<file path="src/rtl/life_matrix.sv">
// Conway's Game of Life engine on an 8x8 register array.
// Cell (r,c) lives at bit 8*r+c of the grid; 1 = alive.
// load replaces the grid (and clears the generation counter) with priority over en;
// en advances one generation per rising edge. grid is taken straight from the state register.
module life_matrix #(
    parameter logic [63:0] SEED = 64'h0000_0000_0007_0402,
    parameter bit          WRAP = 1'b1
) (
    input  logic        clk,
    input  logic        _rst,
    input  logic        en,
    input  logic        load,
    input  logic [63:0] load_data,
    output logic [63:0] grid,
    output logic [15:0] gen_count
);

    logic [63:0] r_grid;
    logic [15:0] r_gen_count;
    logic [63:0] w_next_grid;

    // State of neighbour (r,c), where r and c may be one step outside the grid.
    // With WRAP the indices fold mod 8; without WRAP off-grid neighbours are dead.
    function automatic logic cell_at(input logic [63:0] g, input int r, input int c);
        int         rr;
        int         cc;
        logic [5:0] idx;
        logic       alive;
        alive = 1'b0;
        if (WRAP) begin
            rr    = (r + 8) % 8;
            cc    = (c + 8) % 8;
            idx   = 6'(8 * rr + cc);
            alive = g[idx];
        end else if (r >= 0 && r <= 7 && c >= 0 && c <= 7) begin
            idx   = 6'(8 * r + c);
            alive = g[idx];
        end
        return alive;
    endfunction

    // Next generation from the registered grid only; all cells update together.
    always_comb begin
        logic [3:0] n;
        logic [5:0] idx;
        w_next_grid = '0;
        for (int r = 0; r < 8; r++) begin
            for (int c = 0; c < 8; c++) begin
                n = 4'd0;
                for (int dr = -1; dr <= 1; dr++) begin
                    for (int dc = -1; dc <= 1; dc++) begin
                        if (dr != 0 || dc != 0) begin
                            n = n + {3'b000, cell_at(r_grid, r + dr, c + dc)};
                        end
                    end
                end
                idx = 6'(8 * r + c);
                w_next_grid[idx] = (n == 4'd3) || (r_grid[idx] && (n == 4'd2));
            end
        end
    end

    // Grid and generation counter: async reset to SEED, then load > step > hold.
    always_ff @(posedge clk or negedge _rst) begin
        if (!_rst) begin
            r_grid      <= SEED;
            r_gen_count <= 16'd0;
        end else if (load) begin
            r_grid      <= load_data;
            r_gen_count <= 16'd0;
        end else if (en) begin
            r_grid      <= w_next_grid;
            r_gen_count <= r_gen_count + 16'd1;
        end
    end

    assign grid      = r_grid;
    assign gen_count = r_gen_count;

endmodule

</file>
<file path="config.mk">
export PLATFORM = sky130hd
export DESIGN_NAME = life_matrix
export DESIGN_NICKNAME = d
export VERILOG_FILES = /design/src/rtl/life_matrix.sv
export SDC_FILE = /design/constraint.sdc
export NUM_CORES = 1
export LEC_CHECK = 0
export CAP_MARGIN = 20
export CELL_PAD_IN_SITES_DETAIL_PLACEMENT = 0
export CELL_PAD_IN_SITES_GLOBAL_PLACEMENT = 1
export CORE_ASPECT_RATIO = 2
export CORE_MARGIN = 5
export CORE_UTILIZATION = 50
export CTS_CLUSTER_DIAMETER = 40
export CTS_CLUSTER_SIZE = 10
export DETAILED_ROUTE_END_ITERATION = 16
export GPL_TIMING_DRIVEN = 0
export HOLD_SLACK_MARGIN = 0.15
export PLACE_DENSITY_LB_ADDON = 0.08
export SLEW_MARGIN = 20
export SYNTH_ARGS = -nofsm -noshare
export SYNTH_HDL_FRONTEND = slang
export SYNTH_SLANG_ARGS = --single-unit
</file>
<file path="constraint.sdc">
create_clock -name clk -period 10.9 [get_ports clk]
set_clock_uncertainty 0.1 [all_clocks]
set_input_delay 2.725 -clock clk [delete_from_list [all_inputs] [get_ports clk]]
set_output_delay 2.725 -clock clk [all_outputs]
set_load 0.01 [all_outputs]
</file>
**After elaboration in Yosys (flattened, before gate mapping)**

Cells that the tools add are included.

- Register bits after elaboration: 80
- Latch bits: 0
- Memory bits (writable): 0
- Memory bits (read-only): 0
- Output and inout bits: 80
- Word-level logic and storage cells: 712
- Memories: 0

- Add/subtract/negate cells: 449
- Multiply operators: 0
- Div/mod/pow operators: 0
- $lt $le $gt $ge: 0
- Equality and inequality tests: 128
- Shift-type cells: 0
- Muxes and demuxes: 4
- Bitwise operators: 0
- Reductions and logical operators: 129

Operators with widths:

| cell | count |
|---|---|
| 4-bit by 1-bit adder with 4-bit output | 256 |
| 4-bit by 2-bit == test with 1-bit output (second input constant) | 128 |
| 3-bit by 1-bit adder with 4-bit output | 64 |
| 2-bit by 1-bit adder with 3-bit output | 64 |
| 1-bit by 1-bit adder with 2-bit output | 64 |
| 64-bit 2-to-1 mux | 2 |
| 1-bit logical AND | 64 |
| 1-bit logical OR | 64 |
| 16-bit 2-to-1 mux | 2 |
| 16-bit by 1-bit adder with 16-bit output (second input constant) | 1 |
| 2-bit nonzero test | 1 |

**Logic depth before layout (Yosys ltp)**

Gate-level depths: netlist of run 1.

- Word-level depth: 12
- Depth in mapped cells: 11

**Least setup slack after synthesis of run 1**

OpenSTA, ideal clock, no wires.

- Path type: input to register
- Start: input port en
- End: register r_gen_count[15] (netlist: gen_count[15])
- Arrival: 3.745 ns
- Data required time: 10.672 ns
- Slack: 6.928 ns
- Cell stages on the path: 5
- Buffers on the path: 1
- Cells stage by stage: buf_2 > o2111ai_2 > nor3_2 > nor3b_2 > mux2_1

- Cells in the longest elaborated chain, start to end: 1

Ends and longest elaborated chain:

| element | line | text |
|---|---|---|
| start, declared | 11 | `input logic en,` |
| 2-bit nonzero test (no line) | n/a |  |
| end signal, assigned | 73 | `r_gen_count <= r_gen_count + 16'd1;` |
| end, declared | 19 | `logic [15:0] r_gen_count;` |

Every way passes these cells.
A chain may end at the register's enable or synchronous reset.

**Final worst setup path of run 1**

- Start: input port load
- End: register r_grid[1] (netlist: grid[1])

- Cells in the longest elaborated chain, start to end: 1
- Elaborated cells on any way between the ends: 2
- Classes of those cells: mux: 1; reduce/logical: 1

Ends and longest elaborated chain:

| element | line | text |
|---|---|---|
| start, declared | 12 | `input logic load,` |
| 64-bit 2-to-1 mux / 2-bit nonzero test (equally long branches) | n/a |  |
| end signal, assigned | 69 | `r_grid <= load_data;` |
| end signal, assigned | 72 | `r_grid <= w_next_grid;` |
| end, declared | 18 | `logic [63:0] r_grid;` |

Several ways; a longest one is shown, not always the timed one.

==> results_dict.tcl, run 1 <==
set metrics [dict create \
    min_path_type "register to register" \
    wl_per_cell_um 20.7 \
    wirelength_met1_um 15500 \
    viasPerCell 5.63 \
    grt-ovfl-total 0 \
    synth_largest_area_cell "fa_1" \
    end_kind "register" \
    drive_gt1_share_pct 2.48 \
    yosys.area.top_type_share_pct 36.2 \
    post-route-drc-count 0 \
    grt_max_degree 46 \
    mostFrequentLayoutCells "inv_1, fa_1, ha_1" \
    initial_core_util_pct 50.4 \
    async_reset_ff_share_pct 100 \
    max_freq_mhz 215 \
    cts_setup_buffers 0 \
    clock_path_buffers 2 \
    port_buffers 146 \
    r2r_start "grid[6]" \
    cts-resized-gates 0 \
    start_kind "input pin" \
    rsz0062_at_grt "no" \
    path_clk_slew_ns 0.07 \
    clkLatencyLatePin_ns 0.39 \
    yosys_warnings 0 \
    clock_sinks 80 \
    die_x_um 129 \
    tns_ns 0 \
    grt_pass1_wl_um 65700 \
    criticalPathCategory "input pin to register" \
    syn2layout_area_growth_pct 16.1 \
    crit_start "load" \
    synth_ff_type "dfrtp_1" \
    top_layer "met4" \
    ys_seq_elements 80 \
    seq_area_mm2 0.00201 \
    wl_met3_um 1750 \
    fillers 2409 \
    multi_input_area_mm2 0.0105 \
    crit_fanout 10 \
    ctsHtreeMaxLevel 3 \
    final_common_cell "inv_1" \
    diodes 0 \
    outcome "finished clean" \
    dpl.hpwl_um 32900 \
    ant_nets 0 \
    wl_um 40800 \
    track_usage_pct 26.9 \
    die-height_um 247 \
    antenna_found_initial 0 \
    tightest_slew_ns 0.898 \
    setup_violations 0 \
    hold_buffers 0 \
    worstPathRequired_ns 11.10 \
    worstHoldStart "grid[16]" \
    gp_congestion 0.900 \
    first_pass_iters 5 \
    drv_slew 0 \
    cts_tree "done" \
    drt_iter0_drc 597 \
    fin_crit_ns 4.66 \
    io_pins 148 \
    max-cap-violations 0 \
    hold_viol 0 \
    synthDistinctLibCells 36 \
    core-area_mm2 0.0280 \
    yosys-top-cells-area "fa_1, ha_1, dfrtp_1" \
    synthCells 1450 \
    num-nets-final 2124 \
    wl_met2_um 21800 \
    synth_area_mm2 0.0141 \
    root_buffer "clkbuf_16" \
    finalCritPeriodShare_pct 42.8 \
    rows 87 \
    seq_area_frac_synth_pct 14.3 \
    slew-limit-headroom_pct 40.1 \
    worstPathArrival_ns 4.86 \
    cts_buffers 9 \
    dieArea_mm2 0.0318 \
    synth-edff-count 0 \
    vias 11084 \
    grt_pass1_vias 12388 \
    postSynthAreaPerCell_um2 9.72 \
    syn_nets 1966 \
]
-- path summary, 6_finish.rpt --
path / slack [ns] / endpoint / cells past startpoint
max in group asynchronous: 7.87 / grid[17] / 2
min in group asynchronous: 2.15 / grid[29] / 1
worst max-delay path: 6.24 / grid[1] / 5
worst min-delay path: 0.46 / grid[16] / 2
worst min register to register: 0.46 / grid[16] / 2
worst max register to register: 6.62 / grid[7] / 11
-- sequential cells by signal, indices dropped and copies added, names as in the netlist --
| register | count |
|---|---|
| gen_count | 16 |
| grid | 64 |
-- cell usage after synthesis, drive strengths merged (3+ instances only) --
cell type	count
nor2	79
clkbuf	15
inv	386
dfstp	5
a2111oi	46
nand4	4
nor4	5
a21oi	83
nand2	113
nor3	3
ha	193
nand4b	17
dfrtp	75
fa	255
o31ai	127
xor2	5
buf	16
xnor2	7
-- cells by family after synthesis --
| family | count (synthesis) | synth area share [%] |
|---|---|---|
| multiplexers | 3 | 0.231 |
| buffers and inverters | 417 | 11.2 |
| XOR/XNOR | 12 | 0.746 |
| adder cells (fa/ha/maj) | 448 | 53.4 |
| flip-flops | 80 | 14.3 |
| AND/OR/NAND/NOR | 228 | 7.25 |
| AO/OA/AOI/OAI | 262 | 12.9 |
-- stage by stage --
step,hold WS (ns),utilization [%],instances,setup WS (ns),cell area [um2]
2_1_floorplan,0.452,-,1450,6.93,14100
3_3_place_gp,0.451,57.2,1952,3.16,16000
5_1_grt,0.480,58.5,1969,6.09,16400
4_1_cts,0.460,58.5,1969,6.23,16400
6_report,0.456,58.5,1969,6.24,16400
3_5_place_dp,0.447,57.3,1953,5.83,16000
-- per-layer routing --
layer  vias up  GRT usage [%]
met5         -              0
met4         0           12.4
met3       101           3.38
met2       349           48.5
met1      5604           31.5
li1       5030              -
-- layout make-up --
cell class / instances / area share [%]
buffer: 31 / 0.788
inverter: 386 / 8.86
sequential: 80 / 12.3
multi-input combinational: 953 / 64.2
timing repair buffer: 147 / 9.11
clock buffer: 9 / 1.38
tap: 356 / 2.72
clock inverter: 7 / 0.650
-- worst max-delay path, cell delays in order --
cell and delay, ns:
clkdlybuf4s50_1 0.64, clkbuf_1 0.72, clkbuf_1 0.45, nand2_1 0.20
o31ai_1 0.11
Power of run 1 is left out: the tool's default activity adds up to more than one toggle a clock period on the data nets, which glitch-free logic cannot reach.
==> run 2: changes to the inputs <==
--- a/config.mk
+++ b/config.mk
@@ -10,7 +10,7 @@
 export CELL_PAD_IN_SITES_GLOBAL_PLACEMENT = 1
 export CORE_ASPECT_RATIO = 2
 export CORE_MARGIN = 5
-export CORE_UTILIZATION = 50
+export CORE_UTILIZATION = 42
 export CTS_CLUSTER_DIAMETER = 40
 export CTS_CLUSTER_SIZE = 10
 export DETAILED_ROUTE_END_ITERATION = 16
==> constraint.sdc (replaced) <==
create_clock -name clk -period 3.9 [get_ports clk]
set_clock_uncertainty 0.1 [all_clocks]
set_input_delay 0.975 -clock clk [delete_from_list [all_inputs] [get_ports clk]]
set_output_delay 0.975 -clock clk [all_outputs]
set_load 0.01 [all_outputs]
==> results_dict.tcl, run 2 (synthesis results as in run 1) <==
set metrics [dict create \
    outcome "complete, but fails checks" \
    violations "negative setup slack" \
    cts_buffers 9 \
    port_buffers 146 \
    io_pins 148 \
    setup_slack_ns -0.0171 \
    max_stage_delay_ns 0.62 \
    finalCritPeriodShare_pct 100 \
    ant_nets 0 \
    gp_congestion 0.826 \
    timing.rr.end "grid[18]" \
    crit_top_cell "fa_1" \
    hold_viol 0 \
    track_usage_pct 25.1 \
    final_common_cell "inv_1" \
    vias 11672 \
    initial_core_util_pct 42.2 \
    slew-limit-headroom_pct 33.8 \
    cts_tree "done" \
    crit_start "grid[10]" \
    die_x_um 140 \
    max-cap-violations 0 \
    dpl-instance-area_mm2 0.0161 \
    tns_ns -0.0171 \
    crit_fanout 3 \
    first_pass_iters 4 \
    grt_max_degree 50 \
    rows 95 \
    clock_path_buffers 2 \
    worstPathCellList "clkinvlp_4 > buf_12 > fa_1 > fa_1 > fa_1 > inv_2 > ha_4 > fa_1 > inv_1 > o31ai_1 > nor2_1 > o31ai_1" \
    viasPerCell 5.29 \
    r2r_cells 12 \
    root_buffer "clkbuf_16" \
    drt_iter0_drc 448 \
    reg2reg_slack_ns -0.02 \
    hold_buffers 0 \
    fin_crit_ns 3.92 \
    mostFrequentLayoutCells "inv_1, fa_1, ha_1" \
    largest_register_ffs 64 \
    crit_slowest_cell "dfstp_2" \
    worstPathArrival_ns 4.11 \
    start_kind "register" \
    diodes 0 \
    dpl.hpwl_um 35400 \
    syn2layout_area_growth_pct 31.9 \
    max_freq_mhz 255 \
    worstPathRequired_ns 4.09 \
    grt_pass1_wl_um 71300 \
    wl_per_cell_um 21.1 \
    criticalPathCategory "register to register" \
    core-area_mm2 0.0334 \
    end_kind "register" \
    dieArea_mm2 0.0375 \
    rsz0062_at_grt "yes" \
    grt_pass1_vias 12752 \
    ctsHtreeMaxLevel 3 \
    clock_sinks 80 \
    clkLatencyLatePin_ns 0.38 \
    num-nets-final 2282 \
    antenna_found_initial 0 \
    min_path_type "input pin to asynchronous set/reset pin" \
    design_area_mm2 0.0186 \
    crit_path_end "grid[18]" \
    die-height_um 269 \
    r2r_start "grid[10]" \
    wl_um 46600 \
    post-route-drc-count 0 \
    setup_violations 1 \
    drv_slew 0 \
    path_clk_slew_ns 0.08 \
    drive_gt1_share_pct 20.4 \
    tightest_slew_ns 0.993 \
    grt-ovfl-total 0 \
]
-- run 2: changes by cell type in the layout (fill, tap and decap cells not counted), moves of 24 or more --
| cell | delta |
|---|---|
| dfrtp_2 | +31 |
| dfrtp_1 | -32 |
| a2111oi_2 | +24 |
| buf_4 | +138 |
| inv_1 | -63 |
| clkinvlp_4 | +49 |
| a2111oi_0 | -44 |
-- run 2: cell type report --
class                           count  area (um2)
Buffer                             31         129
Clock buffer                        9         225
Clock inverter                      7         141
Fill cell                        3067       14800
Inverter                          386        1630
Multi-Input combinational cell    953       11000
Sequential cell                    80        2050
Tap cell                          436         546
Timing Repair Buffer              305        2830
-- run 2: layer usage --
layer	part of all wire (%)	global-route usage [%]	up-vias	routed length (um)
met5	0	0	-	0
met4	4.7	10.8	0	2210
met3	3.1	2.77	95	1440
met2	56	49.5	251	26200
met1	36	26.7	5982	16700
li1	-	-	5344	-
-- run 2: how the worst min path moves through the flow --
stage | start | to | slack, ns | cells past startpoint
6_report | _rst | grid[7] | 0.39 | 1
5_1_grt | _rst | grid[7] | 0.41 | 1
4_1_cts | _rst | grid[7] | 0.40 | 1
3_5_place_dp | gen_count[8] | gen_count[8] | 0.46 | 2
3_3_place_gp | gen_count[8] | gen_count[8] | 0.45 | 2
2_1_floorplan | grid[16] | grid[16] | 0.45 | 2
-- run 2: what timing repair did --
item,4_1_cts,5_1_grt
buffers inserted,112,46
resized for setup,91,145
pin swaps,5,77
setup endpoints to repair,61,60
-- run 2: worst max-delay path: cells and delay by family, from the launching register on --
family,cells,cell delay [ns]
AOI/OAI and AO/OA,2,0.41
adders and majority gates,5,2.14
buffers and inverters,4,0.48
DFF,1,0.62
and+or+nand+nor,1,0.09
-- run 2: per-stage QoR --
step / std cells / hold slack, ns / setup slack, ns / utilization, %
CTS: 2161 / 0.396 / -0.109 / 53.0
floorplan: 1450 / 0.452 / 0.0937 / -
global placement: 2032 / 0.454 / -2.15 / 48.2
detailed placement: 2033 / 0.464 / -0.331 / 48.3
global route: 2207 / 0.410 / -0.153 / 55.6
finish: 2207 / 0.394 / -0.0171 / 55.6
Power of run 2 is left out for the same reason.
==> run 3: changes to the inputs <==
--- a/config.mk
+++ b/config.mk
@@ -11,6 +11,7 @@
 export CORE_ASPECT_RATIO = 2
 export CORE_MARGIN = 5
 export CORE_UTILIZATION = 42
+export CTS_BUF_LIST = sky130_fd_sc_hd__clkbuf_16
 export CTS_CLUSTER_DIAMETER = 40
 export CTS_CLUSTER_SIZE = 10
 export DETAILED_ROUTE_END_ITERATION = 16
==> results of run 3 <==
Final layout, timing and power as in run 2 (identical DEF).
Power of run 3 is left out for the same reason.
